<file path="config.mk">
export PLATFORM = sky130hd
export DESIGN_NAME = tr_step_gen
export DESIGN_NICKNAME = d
export VERILOG_FILES = /design/src/rtl/tr_step_gen.sv
export SDC_FILE = /design/constraint.sdc
export NUM_CORES = 1
export LEC_CHECK = 0
export CAP_MARGIN = 20
export CORE_ASPECT_RATIO = 1.25
export CORE_MARGIN = 10
export CORE_UTILIZATION = 54
export DETAILED_ROUTE_END_ITERATION = 12
export HOLD_SLACK_MARGIN = 0.08
export PLACE_DENSITY_LB_ADDON = 0.05
export SYNTH_ARGS = -nofsm -noshare
export SYNTH_HDL_FRONTEND = slang
export SYNTH_SLANG_ARGS = --single-unit
</file>
<file path="constraint.sdc">
create_clock -name clk -period 3.7 [get_ports clk]
set_input_delay 1.11 -clock clk [delete_from_list [all_inputs] [get_ports clk]]
set_output_delay 1.11 -clock clk [all_outputs]
set_load 0.02 [all_outputs]
</file>
<file path="src/rtl/tr_step_gen.sv">
// Tracking-mode stepper controller: bands |x - x0| into a step period, generates the
// drv_step pulse train, holds inside a deadzone and inserts a settle gap on reversal.
//
// state  | meaning
// IDLE   | tracking disabled, driver off
// TRACK  | issuing step pulses at the band period
// HOLD   | on target, driver off until |dx| leaves the deadzone
// SETTLE | direction just changed, step held low for DIR_SETTLE clk
module tr_step_gen #(
  parameter int WIDTH_IN   = 16,
  parameter int WIDTH_PER  = 17,
  parameter int WIDTH_CNT  = 16,
  parameter int DEADZONE   = 9,
  parameter int PULSE_W    = 50,
  parameter int DIR_SETTLE = 50,
  parameter int PER_FAR    = 800,
  parameter int PER_MID    = 39600,
  parameter int PER_NEAR   = 80000
) (
  input  logic                 clk,
  input  logic                 rst,
  input  logic                 tr_mode_enable,
  input  logic                 data_valid,
  input  logic [WIDTH_IN-1:0]  x,
  input  logic [WIDTH_IN-1:0]  x0,
  input  logic [WIDTH_IN-1:0]  dx1,
  input  logic [WIDTH_IN-1:0]  dx2,
  output logic                 drv_step,
  output logic                 drv_dir,
  output logic                 drv_enable_SM,
  output logic [WIDTH_PER-1:0] period,
  output logic [WIDTH_CNT-1:0] step_count,
  output logic [1:0]           state
);

  localparam int SW = $clog2(DIR_SETTLE + 1);
  localparam logic [WIDTH_PER-1:0] P_FAR  = WIDTH_PER'(PER_FAR);
  localparam logic [WIDTH_PER-1:0] P_MID  = WIDTH_PER'(PER_MID);
  localparam logic [WIDTH_PER-1:0] P_NEAR = WIDTH_PER'(PER_NEAR);
  localparam logic [WIDTH_PER-1:0] P_PW   = WIDTH_PER'(PULSE_W);
  localparam logic [WIDTH_PER-1:0] P_ONE  = WIDTH_PER'(1);
  localparam logic [WIDTH_IN-1:0]  DZ     = WIDTH_IN'(DEADZONE);
  localparam logic [SW-1:0]        S_LOAD = SW'(DIR_SETTLE - 1);

  typedef enum logic [1:0] {
    S_IDLE   = 2'd0,
    S_TRACK  = 2'd1,
    S_HOLD   = 2'd2,
    S_SETTLE = 2'd3
  } state_t;

  state_t               st, st_nxt;
  logic [WIDTH_IN-1:0]  mag, diff_abs;
  logic                 sgn;
  logic [WIDTH_PER-1:0] band_per, band_new;
  logic [WIDTH_PER-1:0] pcnt, pcnt_nxt, per_nxt;
  logic [SW-1:0]        scnt, scnt_nxt;
  logic                 dir_nxt, en_nxt, step_nxt, wrap;

  assign state = st;

  always_comb begin
    diff_abs = (x > x0) ? (x - x0) : (x0 - x);
    if (diff_abs >= dx2)      band_new = P_FAR;
    else if (diff_abs >= dx1) band_new = P_MID;
    else if (diff_abs != '0)  band_new = P_NEAR;
    else                      band_new = '0;
  end

  always_ff @(posedge clk or posedge rst) begin
    if (rst) begin
      mag      <= '0;
      sgn      <= 1'b0;
      band_per <= '0;
    end else if (data_valid) begin
      mag      <= diff_abs;
      sgn      <= (x <= x0);
      band_per <= band_new;
    end
  end

  assign wrap = (pcnt == period - P_ONE);

  always_comb begin
    st_nxt   = st;
    dir_nxt  = drv_dir;
    en_nxt   = drv_enable_SM;
    pcnt_nxt = pcnt;
    per_nxt  = period;
    scnt_nxt = scnt;
    step_nxt = 1'b0;
    if (!tr_mode_enable) begin
      st_nxt   = S_IDLE;
      en_nxt   = 1'b0;
      pcnt_nxt = '0;
      per_nxt  = '0;
    end else begin
      case (st)
        S_IDLE, S_HOLD: begin
          if (st == S_IDLE && mag == '0) begin
            st_nxt = S_HOLD;
            en_nxt = 1'b0;
          end else if (st == S_IDLE || mag >= DZ) begin
            en_nxt = 1'b1;
            if (sgn != drv_dir) begin
              st_nxt   = S_SETTLE;
              dir_nxt  = sgn;
              scnt_nxt = S_LOAD;
            end else begin
              st_nxt   = S_TRACK;
              pcnt_nxt = '0;
              per_nxt  = band_per;
            end
          end
        end
        S_TRACK: begin
          step_nxt = (pcnt < P_PW);
          if (wrap) begin
            pcnt_nxt = '0;
            if (mag == '0) begin
              st_nxt  = S_HOLD;
              en_nxt  = 1'b0;
              per_nxt = '0;
            end else if (sgn != drv_dir) begin
              st_nxt   = S_SETTLE;
              dir_nxt  = sgn;
              scnt_nxt = S_LOAD;
              per_nxt  = '0;
            end else begin
              per_nxt = band_per;
            end
          end else begin
            pcnt_nxt = pcnt + P_ONE;
          end
        end
        default: begin
          // A reversal during the gap restarts it so the driver always sees a full settle.
          if (sgn != drv_dir) begin
            dir_nxt  = sgn;
            scnt_nxt = S_LOAD;
          end else if (scnt == '0) begin
            if (mag == '0) begin
              st_nxt = S_HOLD;
              en_nxt = 1'b0;
            end else begin
              st_nxt   = S_TRACK;
              pcnt_nxt = '0;
              per_nxt  = band_per;
            end
          end else begin
            scnt_nxt = scnt - SW'(1);
          end
        end
      endcase
    end
  end

  always_ff @(posedge clk or posedge rst) begin
    if (rst) begin
      st            <= S_IDLE;
      drv_dir       <= 1'b0;
      drv_enable_SM <= 1'b0;
      drv_step      <= 1'b0;
      pcnt          <= '0;
      period        <= '0;
      scnt          <= '0;
      step_count    <= '0;
    end else begin
      st            <= st_nxt;
      drv_dir       <= dir_nxt;
      drv_enable_SM <= en_nxt;
      drv_step      <= step_nxt;
      pcnt          <= pcnt_nxt;
      period        <= per_nxt;
      scnt          <= scnt_nxt;
      if (step_nxt && !drv_step)
        step_count <= step_count + WIDTH_CNT'(1);
    end
  end

endmodule

</file>
==> results by group, run 1 <==
Outcome
  • Run status: complete, but fails checks
  • Failing checks: setup timing

Clock network
  • CTS Buf Count: 9
  • Clk_lat worst skew: 0.33 ns
  • Reg clk slew, reported paths: 0.06 ns
  • Sink Count: 71
  • # hold bufs at CTS: 0
  • Clk Tree Root Cell: clkbuf_16
  • H-tree Lvls: 3
  • Max clock buf depth: 2
  • CTS tree: done

Timing
  • Final setup fails: 5
  • Fin crit period: 4.56 ns
  • Final hold violations: 0
  • Slew @ Worst Pin: approximately 0.62 ns
  • Slew Limit Fails: 0
  • Tcrit/Tclk final: 123%
  • Worst hold slack: 0.469 ns
  • Setup ws final: -0.855 ns
  • Fmax: 220 MHz
  • RSZ-0062 raised after global routing: true
  • Clock skew: 0.00802 ns
  • Rel. slew slack: 58.4%

Floorplanning
  • Initial core utilization: 54.8%
  • Io pins: 106
  • Die X-Extent: 114 microns
  • DIE AREA: roughly 16000 sq um
  • Die Y: 138 microns
  • Core area: between 10000 and 15000 sq um
  • Site Rows: 43

Placement
  • Port Buffers: 98
  • RePlAce Congestion: 0.879
  • Cells after DPL: 1038
  • Pre-CTS setup slack: -1.57 ns
  • Post-DP HPWL: 13300 microns

GRT
  • Vias in the first global route: 6480
  • First-pass GRT wire length: 29100 microns
  • Initial antenna violation count: 0
  • GRT Util Overall: 22.2%
  • Aggregate global routing overflow: 0
  • Largest net degree at the start of global routing: just over 70

Setup path
  • Worst setup EP type: flop
  • Crit-path max FO: 7
  • Worst endpoint required time: 3.90 ns
  • Worst path arrival time: 4.75 ns
  • WS Path Type: input port to flop
  • CP startpoint kind: input port

Route
  • Vias: approximately 6200
  • DRC: 0
  • Vias per std cell: 5.65
  • Antenna-violating nets left: 0
  • DR pass1 iterations: 5
  • Drt wl/cell: 17.4 microns
  • Initial DRC Count: 326
  • WL final: 18900 microns

Synth
  • Cell count after synthesis: approximately 730
  • EDFF count, synth: 0
  • Ys async rst share: 100%
  • Sequential area share after synthesis: between 20 and 30%
  • Ys Warns: 0
  • Main flop type after synthesis: dfrtp_1
  • Post-Syn Area: 6010 sq um
  • Syn_area_per_cell: 8.26 sq um
  • Count of cell types in the netlist: 64
  • Number of synthesized register bits: 71

Final layout
  • Most frequent cells in the layout: buf_4, inv_1, dfrtp_1
  • Post-route non-filler standard cell count: 1090
  • Most common cell after layout, fill and taps aside: buf_4
  • Diode count: 0
  • Nets@finish: 1089
  • Area growth, synth to finish: 51.3%
  • Layout cells sized above 1: 31.3%

Worst hold path
  • Worst min-delay path class: flop to flop

Power
  • VDD IR max: 0.334 mV
  • Lkg Pwr: 0.00435 uW
  • Pwr/cell area: approximately 470 nW/um^2

Flow run
  • Max Cap Viol: 0
[where the power goes]
group,internal [uW],switching [uW]
clock network,763,323
registers,923,180
logic,1050,1070
total,2730,1570
[critical path, stage by stage]
cell	delay, ns
dlygate4sd2_1	0.27
ha_4	0.28
nand4_1	0.15
buf_4	0.18
or3_4	0.39
o21a_4	0.18
buf_6	0.14
buf_6	0.12
mux2i_1	0.12
xnor2_1	0.26
inv_1	0.12
ha_1	0.37
nand4_1	0.16
nor4_2	0.38
a21oi_2	0.16
a21oi_1	0.28
a21oi_1	0.08
[path summary, 6_finish.rpt]
check	start	end	slack [ns]	depth (start not counted)
setup / recovery	x0[5]	band_per[13]	-0.86	17
hold / removal	step_count[15]	step_count[15]	0.47	1
setup reg to reg	period[15]	scnt[4]	0.47	11
hold reg to reg	step_count[15]	step_count[15]	0.47	1
min in group asynchronous	rst	scnt[1]	1.17	3
max in group asynchronous	rst	step_count[8]	2.23	3
[repair_timing]
action	CTS	global route
endpoints found under the setup margin	15	6
resized for setup	187	50
pin swaps	60	52
buffers inserted	22	15
[sequential cells by signal, indices dropped and copies added (netlist names)]
register,cells
scnt,6
period,5
drv_dir,1
state,2
mag,16
drv_enable_SM,1
step_count,16
band_per,5
pcnt,17
sgn,1
drv_step,1
[cells in the mapped netlist (3+ instances only)]
cell type	number	area share (%)
inv_1	100	6.2
dfrtp_1	71	30
ha_1	69	14
nor2_1	61	3.8
a21oi_1	57	4.7
nand2_1	52	3.2
xnor2_1	31	4.5
o21ai_0	28	2.3
xor2_1	25	3.6
nand3_1	22	1.8
a21o_1	21	2.6
nand4_1	19	2.0
nor3_1	18	1.5
clkbuf_1	17	1.1
buf_4	15	1.9
mux2i_1	10	1.7
nor4_1	10	1.0
a31oi_1	8	0.83
nand2b_1	8	0.83
a211oi_1	5	0.62
and3_1	5	0.52
nor2b_1	5	0.52
o211ai_1	5	0.62
o21bai_1	5	0.62
and2_1	3	0.31
mux2_1	3	0.56
mux2_2	3	0.56
o21a_1	3	0.37
o31ai_1	3	0.37
[metal layers]
| metal | global-route usage [%] | wire length, microns | share of wire [%] | vias up |
|---|---|---|---|---|
| met1 | 21.2 | 6570 | 35 | 2939 |
| li1 | - | - | - | 2931 |
| met4 | 12.8 | 984 | 5.2 | 0 |
| met3 | 3.07 | 710 | 3.8 | 81 |
| met5 | 0 | 0 | 0 | - |
| met2 | 43.7 | 10700 | 56 | 203 |
[through the flow]
| step | utilization [%] | TNS [ns] | total power [uW] | cell area, sq um |
|---|---|---|---|---|
| 2_1_floorplan | - | -3.01 | 2180 | 6120 |
| 3_3_place_gp | 71.7 | -10.96 | 2790 | 7870 |
| 3_5_place_dp | 71.7 | -13.01 | 2870 | 7870 |
| 4_1_cts | 80.6 | -2.07 | 4140 | 8840 |
| 5_1_grt | 82.9 | -4.40 | 4560 | 9100 |
| 6_report | 82.9 | -3.51 | 4310 | 9100 |
[layout make-up]
class,instances,area [sq um]
Multi-Input combinational cell,527,4320
Timing Repair Buffer,241,2070
Fill cell,638,1870
Sequential cell,71,1780
Inverter,100,388
Clock buffer,11,253
Tap cell,135,169
Clock inverter,5,128
[logic make-up after synthesis]
logic type	after synthesis	share of synthesized area [%]
mux	16	2.79
flops	71	29.5
other cells	1	0.0623
buf+inv	136	9.59
fa+ha+maj	71	15.0
simple gates	218	18.1
xor+xnor	56	8.15
compound gates	159	16.8
Power figures use the tool's default switching activity.
==> run 2: changes to the inputs <==
--- a/config.mk
+++ b/config.mk
@@ -5,12 +5,14 @@
 export SDC_FILE = /design/constraint.sdc
 export NUM_CORES = 1
 export LEC_CHECK = 0
+export ABC_AREA = 1
 export CAP_MARGIN = 20
 export CORE_ASPECT_RATIO = 1.25
 export CORE_MARGIN = 10
-export CORE_UTILIZATION = 54
+export CORE_UTILIZATION = 55
 export DETAILED_ROUTE_END_ITERATION = 12
 export HOLD_SLACK_MARGIN = 0.08
+export MAX_ROUTING_LAYER = met4
 export PLACE_DENSITY_LB_ADDON = 0.05
 export SYNTH_ARGS = -nofsm -noshare
 export SYNTH_HDL_FRONTEND = slang
==> run 2 against run 1 <==
Effect of this change:
- the flow still finishes with violations (setup timing)
- sequential power about the same
- wire length up 17%
- core utilization down 0.95 points
- critical path type unchanged
- largest cell class unchanged
- clock-buffer cell count unchanged
- sequential share of layout area down 2.6 points
- synthesized area up 21%
- highest routed layer unchanged
- first-iteration DRC count up 24%
==> results by group, run 2 <==
Timing
  • Worst hold slack: 0.483 ns
  • Final hold violations: 0
  • Final setup fails: 5
  • Slew Limit Fails: 0
  • Tcrit/Tclk final: 102%
  • Setup TNS: -0.256 ns
  • Slew @ Worst Pin: ~0.73 ns
  • Fin crit period: 3.78 ns
  • Fmax: 265 MHz
  • RSZ-0062 raised after global routing: true
  • Rel. slew slack: between 50% and 60%
  • Setup ws final: -0.0765 ns
  • Clock skew: ~0.0086 ns

GRT
  • First-pass GRT wire length: 35200 microns
  • Aggregate global routing overflow: 0
  • Largest net degree at the start of global routing: 72
  • GRT Util Overall: 23.9%
  • Vias in the first global route: 7984
  • Initial antenna violation count: 0

Outcome
  • Failing checks: setup timing
  • Run status: complete, but fails checks

Setup path
  • CP startpoint kind: input port
  • Worst endpoint required time: 3.91 ns
  • Crit-path max cell delay: 0.37 ns
  • WS Path Type: input port to flop
  • CP most frequent cell: nand2_1
  • Crit-path max FO: 8
  • Worst path arrival time: about 4 ns
  • Worst setup EP type: flop
  • Slowest-stage cell, CP: fa_2

Clock network
  • Clk Tree Root Cell: clkbuf_16
  • Sink Count: 71
  • Reg clk slew, reported paths: 0.05 ns
  • CTS tree: done
  • Max clock buf depth: 2
  • CTS Buf Count: 9
  • # hold bufs at CTS: 0
  • H-tree Lvls: 3
  • Clk_lat worst skew: 0.33 ns

Final layout
  • Area of the multi-input gates: roughly 5300 sq um
  • Most common cell after layout, fill and taps aside: nand2_1
  • Most frequent cells in the layout: nand2_1, inv_1, buf_4
  • Diode count: 0
  • Post-Layout Inst Area: about 11000 sq um
  • Reg with most FFs: pcnt
  • Biggest regs: pcnt: 17 flops, mag: 16 flops, step_count: 16 flops
  • Number of flip-flops in the largest register: 17
  • Flip-flop and latch area: 1780 sq um
  • Post-route non-filler standard cell count: 1535
  • Nets@finish: between 1500 and 2000
  • Area growth, synth to finish: 44.4%
  • Layout cells sized above 1: between 20% and 30%
  • Fillers: 890

Placement
  • RePlAce Congestion: just over 0.9
  • Post-DP HPWL: 16500 microns
  • Port Buffers: between 90 and 100
  • Area after DPL: 9270 sq um
  • Cells after DPL: 1485

Floorplanning
  • Initial core utilization: 56.8%
  • Die X-Extent: approximately 120 microns
  • Io pins: 106
  • DIE AREA: 18300 sq um
  • Die Y: 149 microns
  • Core area: ~13000 sq um
  • Site Rows: 46

Synth
  • Ys async rst share: 100%
  • EDFF count, synth: 0
  • Sequential area share after synthesis: 24.4%
  • Cell taking the most area after synthesis: dfrtp_1
  • Number of synthesized register bits: 71
  • Area fraction of the dominant cell type after synthesis: 24.4%
  • Ys Warns: 0
  • Count of cell types in the netlist: 49
  • Top-count cell post-synth: nand2_1
  • Syn_area_per_cell: between 6 and 7 sq um
  • Ranking of synthesized cells by area: dfrtp_1, nand2_1, ha_1
  • Main flop type after synthesis: dfrtp_1
  • Cell count after synthesis: 1132
  • Post-Syn Area: 7290 sq um
  • Most frequent cells after synthesis: nand2_1, inv_1, nor2_1, nand3_1, dfrtp_1

Flow run
  • Max Cap Viol: 0

Route
  • DR pass1 iterations: 5
  • Antenna-violating nets left: 0
  • WL final: 22200 microns
  • Vias per std cell: 5.22
  • Vias: 8015
  • DRC: 0
  • Drt wl/cell: ~14 microns
  • Initial DRC Count: 405

Power
  • VDD IR max: approximately 0.41 mV
  • Lkg Pwr: ~0.0055 uW
  • Pwr/cell area: 434 nW/um^2
  • Total power: 4560 uW

Worst hold path
  • Worst min-delay path class: flop to flop
run 2: changes by cell type after synthesis, moves of 20 or more:
cell     previous run  this run
a21o_1             21         0
a21oi_1            57        34
inv_1             100       222
nand2_1            52       354
nand3_1            22        72
xnor2_1            31        11
run 2: metal layers:
layer / track usage, % / part of all wire (%) / vias to the layer above
met5: - / 0 / -
met4: 11.5 / 4.2 / 0
met3: 1.55 / 2.9 / 77
met2: 46.1 / 57 / 215
met1: 23.3 / 36 / 3738
li1: - / - / 3985
run 2: path summary, 6_finish.rpt:
path	slack, ns	to	depth (start not counted)	startpoint
hold / removal	0.48	mag[14]	2	mag[14]
setup / recovery	-0.08	band_per[12]	26	x[0]
min in group asynchronous	1.18	scnt[4]	3	rst
hold reg to reg	0.48	mag[14]	2	mag[14]
setup reg to reg	1.04	scnt[1]	13	period[15]
max in group asynchronous	2.22	band_per[8]	3	rst
run 2: cells by family (layout without fill, tap and decap cells):
group / count (synthesis) / count (layout) / synth area share [%]
and+or+nand+nor: 608 / 609 / 36.9
buffers and inverters: 250 / 477 / 13.9
AOI/OAI and AO/OA: 87 / 88 / 6.96
adders and majority gates: 71 / 71 / 12.4
DFF: 71 / 71 / 24.4
xor gates and xnor gates: 44 / 44 / 5.39
other: 1 / 7 / 0.0515
run 2: area by class of cell:
class / instances / share of cell area (%)
repair buffers: 232 / 19.0
inverters: 229 / 8.38
clock buffers: 11 / 2.31
flip-flops and latches: 71 / 16.9
clock inverters: 5 / 0.773
well taps: 168 / 2.00
multi-input cells: 819 / 50.6
run 2: metrics by stage:
step | util, % | setup slack, ns
finish | 82.0 | -0.0765
global route | 82.0 | -0.212
CTS | 79.3 | 0.00631
detailed placement | 72.2 | -0.853
global placement | 72.2 | -0.763
floorplan | - | -0.0298
run 2: power breakdown:
group | total, uW | leakage, uW | internal (uW) | switching (uW)
Combinational | 2520 | 0.00444 | 1100 | 1420
Sequential | 1110 | 0.000911 | 943 | 170
Clock | 929 | 0.000156 | 608 | 320
run 2: timing repair:
action	4_1_cts	5_1_grt
endpoints found under the setup margin	5	6
cloned	2	0
buffers inserted	28	5
pin swaps	60	31
gates resized for setup	136	82
run 2: critical path, delay by kind of cell:
| family | cells | cell delay (ns) |
|---|---|---|
| AO/OA/AOI/OAI | 4 | 0.51 |
| buffers and inverters | 5 | 0.35 |
| AND/OR/NAND/NOR | 14 | 1.22 |
| adder cells (fa/ha/maj) | 3 | 0.77 |
